### config.mk
export PLATFORM = sky130hd
export DESIGN_NAME = imem_boot_loader
export DESIGN_NICKNAME = d
export VERILOG_FILES = /design/src/rtl/imem_boot_loader.sv
export SDC_FILE = /design/constraint.sdc
export NUM_CORES = 1
export LEC_CHECK = 0
export CELL_PAD_IN_SITES_DETAIL_PLACEMENT = 0
export CELL_PAD_IN_SITES_GLOBAL_PLACEMENT = 1
export CORE_MARGIN = 4
export CORE_UTILIZATION = 38
export DETAILED_ROUTE_END_ITERATION = 7
export GPL_ROUTABILITY_DRIVEN = 0
export PLACE_DENSITY = 0.83
export SLEW_MARGIN = 20
export SYNTH_ARGS = -nofsm -noshare
export SYNTH_HDL_FRONTEND = slang
export SYNTH_SLANG_ARGS = --single-unit
### constraint.sdc
create_clock -name clk -period 3.1 [get_ports clk]
set_input_delay 0.62 -clock clk [delete_from_list [all_inputs] [get_ports clk]]
set_output_delay 0.62 -clock clk [all_outputs]
set_load 0.03 [all_outputs]
### src/rtl/imem_boot_loader.sv
// Boot loader: assembles a length-prefixed little-endian byte stream into 32-bit words,
// writes them to instruction memory and releases processor reset. Optional: LOADER_CHECKSUM_EN.
module imem_boot_loader #(
  parameter int          ADDR_W    = 8,
  parameter int unsigned BASE_ADDR = 0
) (
  input  logic              clk,
  input  logic              reset,
  input  logic [7:0]        rx_data,
  input  logic              rx_valid,
  output logic              rx_ready,
  input  logic              load_req,
  output logic              imem_we,
  output logic [ADDR_W-1:0] imem_addr,
  output logic [31:0]       imem_wdata,
  output logic              proc_reset,
  output logic              done,
  output logic              err,
  output logic [ADDR_W:0]   words_loaded
);

  typedef enum logic [2:0] {
    S_HDR0  = 3'd0,
    S_HDR1  = 3'd1,
    S_DATA  = 3'd2,
    S_WRITE = 3'd3,
    S_CHK   = 3'd4,
    S_RUN   = 3'd5,
    S_ERROR = 3'd6
  } state_t;

  localparam logic [ADDR_W-1:0] BASE     = BASE_ADDR[ADDR_W-1:0];
  localparam logic [31:0]       CAPACITY = 32'd1 << ADDR_W;
  localparam logic [ADDR_W:0]   WL_ONE   = {{ADDR_W{1'b0}}, 1'b1};

  state_t      state_r;
  logic [15:0] n_r;
  logic [1:0]  byte_idx_r;
  logic [23:0] word_r;
`ifdef LOADER_CHECKSUM_EN
  logic [7:0]  xor_r;
`endif

  logic            accept_s;
  logic [ADDR_W:0] wl_next_s;
  logic            last_word_s;
  logic            hdr_zero_s;
  logic            hdr_too_big_s;

  assign accept_s      = rx_valid && rx_ready;
  assign wl_next_s     = words_loaded + WL_ONE;
  assign last_word_s   = ({{(31-ADDR_W){1'b0}}, wl_next_s} == {16'd0, n_r});
  assign hdr_zero_s    = ({rx_data, n_r[7:0]} == 16'd0);
  assign hdr_too_big_s = ({8'd0, 8'd0, rx_data, n_r[7:0]} > CAPACITY);

  // Loader FSM with all outputs registered alongside the state.
  always_ff @(posedge clk or posedge reset) begin
    if (reset) begin
      state_r      <= S_HDR0;
      n_r          <= 16'd0;
      byte_idx_r   <= 2'd0;
      word_r       <= 24'd0;
`ifdef LOADER_CHECKSUM_EN
      xor_r        <= 8'd0;
`endif
      rx_ready     <= 1'b0;
      imem_we      <= 1'b0;
      imem_addr    <= BASE;
      imem_wdata   <= 32'd0;
      proc_reset   <= 1'b1;
      done         <= 1'b0;
      err          <= 1'b0;
      words_loaded <= {(ADDR_W+1){1'b0}};
    end else begin
      imem_we <= 1'b0;
      case (state_r)
        S_HDR0: begin
          rx_ready <= 1'b1;
          if (accept_s) begin
            n_r[7:0] <= rx_data;
            state_r  <= S_HDR1;
          end
        end

        S_HDR1: begin
          if (accept_s) begin
            n_r[15:8]  <= rx_data;
            byte_idx_r <= 2'd0;
            if (hdr_zero_s) begin
`ifdef LOADER_CHECKSUM_EN
              state_r    <= S_CHK;
`else
              state_r    <= S_RUN;
              rx_ready   <= 1'b0;
              proc_reset <= 1'b0;
              done       <= 1'b1;
`endif
            end else if (hdr_too_big_s) begin
              state_r  <= S_ERROR;
              rx_ready <= 1'b0;
              err      <= 1'b1;
            end else begin
              state_r <= S_DATA;
            end
          end
        end

        S_DATA: begin
          if (accept_s) begin
            byte_idx_r <= byte_idx_r + 2'd1;
`ifdef LOADER_CHECKSUM_EN
            xor_r      <= xor_r ^ rx_data;
`endif
            case (byte_idx_r)
              2'd0:    word_r[7:0]   <= rx_data;
              2'd1:    word_r[15:8]  <= rx_data;
              2'd2:    word_r[23:16] <= rx_data;
              default: begin
                // Fourth byte goes straight into the write word; word_r only holds the first three.
                state_r    <= S_WRITE;
                rx_ready   <= 1'b0;
                imem_we    <= 1'b1;
                imem_wdata <= {rx_data, word_r};
                imem_addr  <= BASE + words_loaded[ADDR_W-1:0];
              end
            endcase
          end
        end

        S_WRITE: begin
          words_loaded <= wl_next_s;
          byte_idx_r   <= 2'd0;
          if (last_word_s) begin
`ifdef LOADER_CHECKSUM_EN
            state_r    <= S_CHK;
            rx_ready   <= 1'b1;
`else
            state_r    <= S_RUN;
            proc_reset <= 1'b0;
            done       <= 1'b1;
`endif
          end else begin
            state_r  <= S_DATA;
            rx_ready <= 1'b1;
          end
        end

`ifdef LOADER_CHECKSUM_EN
        S_CHK: begin
          rx_ready <= 1'b1;
          if (accept_s) begin
            rx_ready <= 1'b0;
            if (rx_data == xor_r) begin
              state_r    <= S_RUN;
              proc_reset <= 1'b0;
              done       <= 1'b1;
            end else begin
              state_r <= S_ERROR;
              err     <= 1'b1;
            end
          end
        end
`endif

        S_RUN: begin
          rx_ready <= 1'b0;
          if (load_req) begin
            state_r      <= S_HDR0;
            rx_ready     <= 1'b1;
            proc_reset   <= 1'b1;
            done         <= 1'b0;
            words_loaded <= {(ADDR_W+1){1'b0}};
            imem_addr    <= BASE;
            byte_idx_r   <= 2'd0;
`ifdef LOADER_CHECKSUM_EN
            xor_r        <= 8'd0;
`endif
          end
        end

        S_ERROR: begin
          rx_ready   <= 1'b0;
          err        <= 1'b1;
          proc_reset <= 1'b1;
          done       <= 1'b0;
        end

        default: begin
          state_r    <= S_ERROR;
          rx_ready   <= 1'b0;
          err        <= 1'b1;
          proc_reset <= 1'b1;
          done       <= 1'b0;
        end
      endcase
    end
  end

endmodule
# Yosys cells after proc, flatten, opt, wreduce, memory -nomap -nowiden
# Index checks and enable logic that the tools add are counted.
dict set report word_totals {
  regBits 99
  inputBits 12
  output_inout_bits 54
}
dict set report classes {
  n_addsub 2
  n_lt_le_gt_ge 1
  eq_ne 19
  muxes 44
  bitwise 4
  reduce_logical 23
}
# operator count
set op_table {}
lappend op_table {{$mux 3} 8}
lappend op_table {{$mux 8} 3}
lappend op_table {{$mux 1} 21}
lappend op_table {{$ne 2x2->1 const B} 10}
lappend op_table {{$pmux 3 s6} 1}
lappend op_table {{$pmux 9 s2} 1}
lappend op_table {{$eq 9x16->1} 1}
lappend op_table {{$gt 16x9->1 const B} 1}
lappend op_table {{$logic_not 16->1} 1}
lappend op_table {{$pmux 8 s2} 1}
lappend op_table {{$reduce_and 3->1} 4}
lappend op_table {{$reduce_and 4->1} 3}
lappend op_table {{$reduce_and 5->1} 2}
lappend op_table {{$add 9x1->9 const B} 1}
lappend op_table {{$mux 9} 1}
lappend op_table {{$pmux 1 s4} 2}
lappend op_table {{$pmux 2 s4} 1}
lappend op_table {{$eq 3x2->1 const B} 2}
lappend op_table {{$eq 3x3->1 const B} 2}
lappend op_table {{$mux 2} 3}
lappend op_table {{$reduce_and 2->1} 3}
lappend op_table {{$reduce_and 6->1} 1}
lappend op_table {{$pmux 1 s5} 1}
lappend op_table {{$not 1->1} 4}
lappend op_table {{14 further kinds} 15}

# Depth between registers and ports, before layout
dict set report logic_depth {
  ltp_word 5
  depth_mapped 9
  depth_no_buf 6
}

# Worst setup path before layout
# Ideal clock, no wire load.
dict set report synth_path {
  path_type {reg-to-reg}
  from {register words_loaded[0]}
  to {register rx_ready}
  setup_time_ns 0.120
  arrival_ns 2.153
  required_ns 2.980
  path_slack_ns 0.827
  path_stages_with_launch 8
  n_path_buf 1
  cell_sequence {dfrtp_1 > ha_1 > clkbuf_2 > o21ba_1 > a22oi_1 > o2111ai_1 > or4_4 > o211a_1}
}
dict set report synth_via {
  elab_chain_len 4
}
# item line_no
set synth_rtl {}
lappend synth_rtl {{start, declared} 19} ;# output logic [ADDR_W:0] words_loaded
lappend synth_rtl {{start signal, assigned} 73} ;# words_loaded <= {(ADDR_W+1){1'b0}};
lappend synth_rtl {{start signal, assigned} 131} ;# words_loaded <= wl_next_s;
lappend synth_rtl {{start signal, assigned} 172} ;# words_loaded <= {(ADDR_W+1){1'b0}};
lappend synth_rtl {{$add 9x1->9} 51} ;# assign wl_next_s = words_loaded + WL_ONE;
lappend synth_rtl {{$eq 9x16->1} 52} ;# assign last_word_s = ({{(31-ADDR_W){1'b0}}, wl_next_s} == {16'd0, n_r});
lappend synth_rtl {{$ne 2x2->1 (no line)} --}
lappend synth_rtl {{$reduce_and 5->1 (no line)} --}
lappend synth_rtl {{end signal, assigned} 66} ;# rx_ready <= 1'b0;
lappend synth_rtl {{end signal, assigned} 78} ;# rx_ready <= 1'b1;
lappend synth_rtl {{end signal, assigned} 94} ;# rx_ready <= 1'b0;
lappend synth_rtl {{end, declared} 11} ;# output logic rx_ready,
# No other way between the ends.
# A chain may end at the register's enable or synchronous reset.

# Worst setup path in the final report
# Ends and elaborated chain as after synthesis.

==> results.json <==
{
  "p_switching_uw": 523,
  "synthFlopType": "dfrtp_1",
  "grt_pass1_vias": 3226,
  "finalSetupViolations": 0,
  "fin_skew_ns": 0.00801,
  "path_buf_inv": 0,
  "path_cells": "ha_1, nand3_2, o21ai_0, o2111ai_1, or4_4, o211a_1",
  "antenna_cells": 0,
  "clock_sinks": 99,
  "cts_tree": "yes",
  "vias_per_cell": 5.20,
  "synth_top_family_by_area": "simple AND/OR/NAND/NOR gates",
  "grt_antenna_before_repair": 0,
  "tns_ns": 0,
  "worst_slew_pin_slew_ns": 0.542,
  "status": "completed",
  "fp.dieH_um": 116,
  "synthAdderAreaFrac_pct": 1.42,
  "rsz0062_at_grt": "false",
  "netlist.top_cell.by_area": "dfrtp_1",
  "power.density_mw_per_mm2": 449,
  "grt_util_met3_pct": 2.77,
  "core-area_mm2": 0.0114,
  "synth.area.top_cells": "dfrtp_1 56%, mux2_2 11%, nand2_1 9.5%",
  "avgRoutedWirePerCell_um": 16.3,
  "synth-edff-count": 0,
  "hpwl_um": 7260,
  "cpPeakStageDelay_ns": 0.59,
  "synth-seq-cells": 99,
  "grtUsageTotal_pct": 16.5,
  "worstSetupPathType": "reg2reg",
  "post_synth_instance_area_mm2": 0.00441,
  "syn_to_final_growth_pct": 25.8,
  "holdBufCountCts": 0,
  "cts_setup_buffers": 0,
  "clkPwrFrac_pct": 45.4,
  "pwr-share-comb_pct": 2.9,
  "grt_first_pass_wirelength_um": 17100,
  "fin_crit_sh_pct": 76.6,
  "power.total_mw": 2.49,
  "vias": 3231,
  "max-vdd-ir-drop_v": 0.000432,
  "dp_slack_ns": 0.455,
  "use_met1_pct": 23.1,
  "syn_inst": 404,
  "critPathArrivalTime_ns": 2.61,
  "maxSlewViolCount": 0,
  "ys_async_sr_fraction_pct": 100,
  "whs_ns": 0.464,
  "synth_simple_gate_area_share_pct": 16.7,
  "synth_compound_area_share_pct": 9.16,
  "num_rows": 39,
  "max_slew_margin_pct": 63.8,
  "finalCriticalPeriod_ns": 2.38,
  "p_int_mw": 1.97,
  "die_w_um": 116,
  "synth-xor-area-share_pct": 2.38,
  "cts-htree-levels": 3,
  "cts_max_path_buffers": 2,
  "first_pass_iters": 4,
  "grt-busiest-layer": "met2",
  "post_cts_resized": 0,
  "maxCapViolations": 0,
  "finalWirelength_um": 10200,
  "io_pins": 66,
  "fin_ws_ns": 0.724,
  "io_buffer_count": 65,
  "final_util_pct": 48.6,
  "syn_nets": 421,
  "dieArea_mm2": 0.0134,
  "slowest_stage": "or4_4",
  "seq_power_share_pct": 51.8,
  "muxShareOfSynthArea_pct": 11.2,
  "cts_root_buf": "clkbuf_16",
  "clk_latency_ns": 0.35,
  "fmax_mhz": 421,
  "finalNetCount": 490,
  "numCtsBuffers": 9,
  "seq_area_frac_synth_pct": 56.2,
  "ant_nets": 0,
  "gr-total-overflow": 0,
  "hold_viol": 0,
  "leakage_nw": 2.67,
  "critPathTopFamily": "simple AND/OR/NAND/NOR gates",
  "path_max_fanout": 8,
  "synth_warnings": 0,
  "grt_max_degree": 46,
  "synth_cell_types": 53,
  "cp.required_ns": 3.33,
  "drc": 0,
  "dr.first_iter.drc_count": 135,
  "cp-end-kind": "register",
  "initial_core_util_pct": 38.7,
  "start_kind": "register",
  "clkSlewWorstSetupHoldPaths_ns": 0.07,
  "hp-class": "reg2reg",
  "netSwitchingFraction_pct": 21.0,
  "grt_use_met2_pct": 25.5,
  "syn_avg_cell_area_um2": 10.9,
  "drive_gt1_share_pct": 17.6,
  "synth_top_area_share_pct": 55.6
}
metal layers:
| layer | part of all wire, % | vias up |
|---|---|---|
| li1 | - | 1528 |
| met1 | 44 | 1613 |
| met2 | 49 | 76 |
| met3 | 5.5 | 14 |
| met4 | 1.6 | 0 |
| met5 | 0 | - |
layout make-up:
type	count	area [um2]
inverter	5	22.5
fill	1038	5860
clock buffer	12	246
clock inverter	4	55.1
tap	143	179
multi-input combinational	279	1800
timing repair buffer	79	768
sequential	99	2480
synthesized netlist by cell type, types with 5 or more instances:
| master | n |
|---|---|
| a22o_1 | 9 |
| nor2_1 | 9 |
| nand2_1 | 112 |
| xor2_1 | 8 |
| a21oi_1 | 8 |
| dfrtp_1 | 98 |
| mux2_2 | 43 |
| ha_1 | 5 |
| o21ai_0 | 19 |
| clkbuf_1 | 7 |
| buf_2 | 7 |
worst register-to-register path: stages, from the launching register on:
cell	delay (ns)
dfrtp_1	0.51
ha_1	0.36
nand3_2	0.20
o21ai_0	0.21
o2111ai_1	0.16
or4_4	0.59
o211a_1	0.24
sequential cells by signal, indices dropped and copies added (netlist names), 2 cells and up:
signal        cells
state_r           3
n_r              16
byte_idx_r        2
imem_addr         8
words_loaded      9
imem_wdata       32
word_r           24
logic make-up (layout without fill, tap and decap cells):
| logic type | Yosys count | count (layout) |
|---|---|---|
| multiplexers | 44 | 44 |
| buffers and inverters | 26 | 100 |
| AND/OR/NAND/NOR | 159 | 159 |
| flip-flops | 99 | 99 |
| adder cells (fa/ha/maj) | 5 | 5 |
| XOR/XNOR | 12 | 12 |
| AO/OA/AOI/OAI | 59 | 59 |
power groups by stage:
| stage | registers (mW) | clock network (mW) | logic (mW) |
|---|---|---|---|
| 2_1_floorplan | 1.32 | 0 | 0.0234 |
| 3_3_place_gp | 1.32 | 0 | 0.0724 |
| 3_5_place_dp | 1.32 | 0 | 0.0738 |
| 4_1_cts | 1.29 | 1.16 | 0.0739 |
| 5_1_grt | 1.29 | 1.22 | 0.0808 |
| 6_report | 1.29 | 1.13 | 0.0717 |
final timing paths:
| check | slack [ns] | from | depth (start not counted) | to |
|---|---|---|---|---|
| worst max-delay path | 0.72 | words_loaded[0] | 6 | rx_ready |
| worst min-delay path | 0.46 | word_r[0] | 2 | imem_wdata[0] |
| worst max register to register | 0.72 | words_loaded[0] | 6 | rx_ready |
| worst min register to register | 0.46 | word_r[0] | 2 | imem_wdata[0] |
| max in group asynchronous | 1.85 | reset | 3 | proc_reset |
| min in group asynchronous | 0.60 | reset | 2 | imem_wdata[9] |
stage by stage:
stage               area [um2]  cells
finish                    5550    621
global route              5550    621
CTS                       5550    621
detailed placement        5250    605
global placement          5250    605
floorplan                 4420    404
cells in the final DEF (no fill, tap or decap), types with 4 or more instances in the layout:
master,instances
dfrtp_1,98
mux2_2,43
a22o_1,9
buf_4,13
xnor2_1,4
o31ai_1,4
clkdlybuf4s50_1,65
nand2b_1,4
clkbuf_16,9
nand2_1,112
nand3_1,4
ha_1,5
a21oi_1,8
xor2_1,8
o21ai_0,19
nor2_1,9
Power figures use the tool's default switching activity.
==> edit: new RTL, same settings <==
Build with the macro `LOADER_CHECKSUM_EN` defined.
--- a/src/rtl/imem_boot_loader.sv
+++ b/src/rtl/imem_boot_loader.sv
@@ -2,2 +2,4 @@
 // writes them to instruction memory and releases processor reset. Optional: LOADER_CHECKSUM_EN.
+`define LOADER_CHECKSUM_EN
+
 module imem_boot_loader #(
Check against the original RTL: not equivalent (Yosys sat finds a counterexample within 4 cycles, from zero or initial values and one cycle with reset high).
==> edit against the original RTL <==
- die area grew 10%
- count of clock-buffer cells in the layout shrank 2
- routed wire length up 10%
- first-iteration DRC count up 30%
- area after synthesis grew 11%
- maximum frequency is 8.5% lower
- synthesized cell count increased by 9.4%
- worst hold slack better by 16 ps
- setup slack worse by 220 ps
- sequential cell count rose by 8
- final area is 9.1% higher
- critical path type unchanged
Power is not compared: it rests on default switching activity, and its combinational part moved more than twofold at a synthesized area within 25%.
==> edit: results <==
group,metric,value,unit
global_routing,grt_max_degree,66,
critical_path,r2r-end,"state_r[1]",
critical_path,crit_fanout,9,
global_routing,grt_pass1_vias,3656,
critical_path,crit_arrival,2830,ps
routing,drt_iter0_drc,176,
yosys,synth_cell_type_count,57,
critical_path,rrSetupSlack,500,ps
pwr,p_leak,0.002649,uW
final_layout,final_nets,523,
clock_network,cts-buffers-inserted,9,
critical_path,ff2ff_path_depth,6,
min_path,min_path_cells,2,
global_routing,grtUsageMet2,0.2594,
status,outcome,"complete, no violations",
critical_path,slowest_stage,"or4_1",
yosys,synth_area_leaders,"dfrtp_1, mux2_2, o21ai_0",
clock_network,clk_latency,350,ps
final_layout,antenna_cells,0,
routing,routed-via-count,3526,
yosys,seq_area_frac_synth,0.5467,
clock_network,htreeDepth,3,
global_routing,groute.usage.overall,0.1637,
min_path,min_from,"n_r[15]",
final_layout,drive_above_1_share,0.1957,
timing,worst_slew_pin_slew,671.5,ps
yosys,synth_fp_nets,459,
global_routing,met1_usage,0.2253,
routing,topRoutingLayerUsed,"met4",
clock_network,cts-root-buf,"clkbuf_16",
yosys,yosys-top-cells-count,"dfrtp_1, mux2_2, nand2_1",
routing,met2_length,5227,um
timing,skew,6.529,ps
routing,wl_met3,626,um
critical_path,crit_path_max_incr_delay,580,ps
clock_network,cts_resized,0,
routing,wire_per_inst,16.43,um
timing,fin_hold_ws,480.1,ps
min_path,min_to,"n_r[15]",
final_layout,fillers,1209,
place,hpwl,7957,um
routing,wl_met1,5261,um
critical_path,critPathTopFamily,"compound AO/OA/AOI/OAI gates",
global_routing,grt_pass1_wl,19140,um
global_routing,grt.met3_usage,0.04550,
==> edit: cell types whose count changed after synthesis, sizes merged, moves of 4 or more <==
cell,delta
a22o,-9
buf,-4
clkbuf,+9
dfrtp,+8
inv,+15
mux2,+20
nand2,-61
nand3,+10
nor2,+8
nor4,+4
o21ai,+25
xnor2,+4
==> edit: logic make-up (layout without fill, tap and decap cells) <==
logic type,Yosys count,in the layout,share of synthesized area
buffers and inverters,46,115,0.03932
DFF,107,107,0.5467
and+or+nand+nor,122,122,0.1226
muxes,63,63,0.1448
adders and majority gates,6,6,0.01481
AOI/OAI and AO/OA,79,79,0.09781
xor gates and xnor gates,19,19,0.03396
==> edit: final cells by class <==
cell class / count / area (um^2) / area share
timing repair buffer: 79 / 768.2 / 0.1267
inverter: 20 / 78.83 / 0.01300
sequential: 107 / 2679 / 0.4419
clock buffer: 10 / 239.0 / 0.03942
multi-input combinational: 289 / 2028 / 0.3346
tap: 172 / 215.2 / 0.03550
clock inverter: 6 / 53.80 / 0.008875
==> edit: worst max path at each step <==
stage,start,to,depth (start not counted)
2_1_floorplan,words_loaded[0],state_r[1],6
3_3_place_gp,rx_data[5],state_r[2],6
3_5_place_dp,rx_data[5],state_r[2],6
4_1_cts,words_loaded[0],state_r[1],6
5_1_grt,words_loaded[0],state_r[1],6
6_report,words_loaded[0],state_r[1],6
==> edit: per-stage QoR <==
| step | setup WS (ps) | instance area, um^2 | instances | total power [uW] |
|---|---|---|---|---|
| final | 502.5 | 6062 | 683 | 5957 |
| after global routing | 336.8 | 6062 | 683 | 6373 |
| after CTS | 541.3 | 6062 | 683 | 6015 |
| after detailed placement | 313.6 | 5769 | 667 | 4851 |
| after global placement | 402.9 | 5769 | 667 | 4758 |
| after floorplan | 657.6 | 4903 | 442 | 4009 |
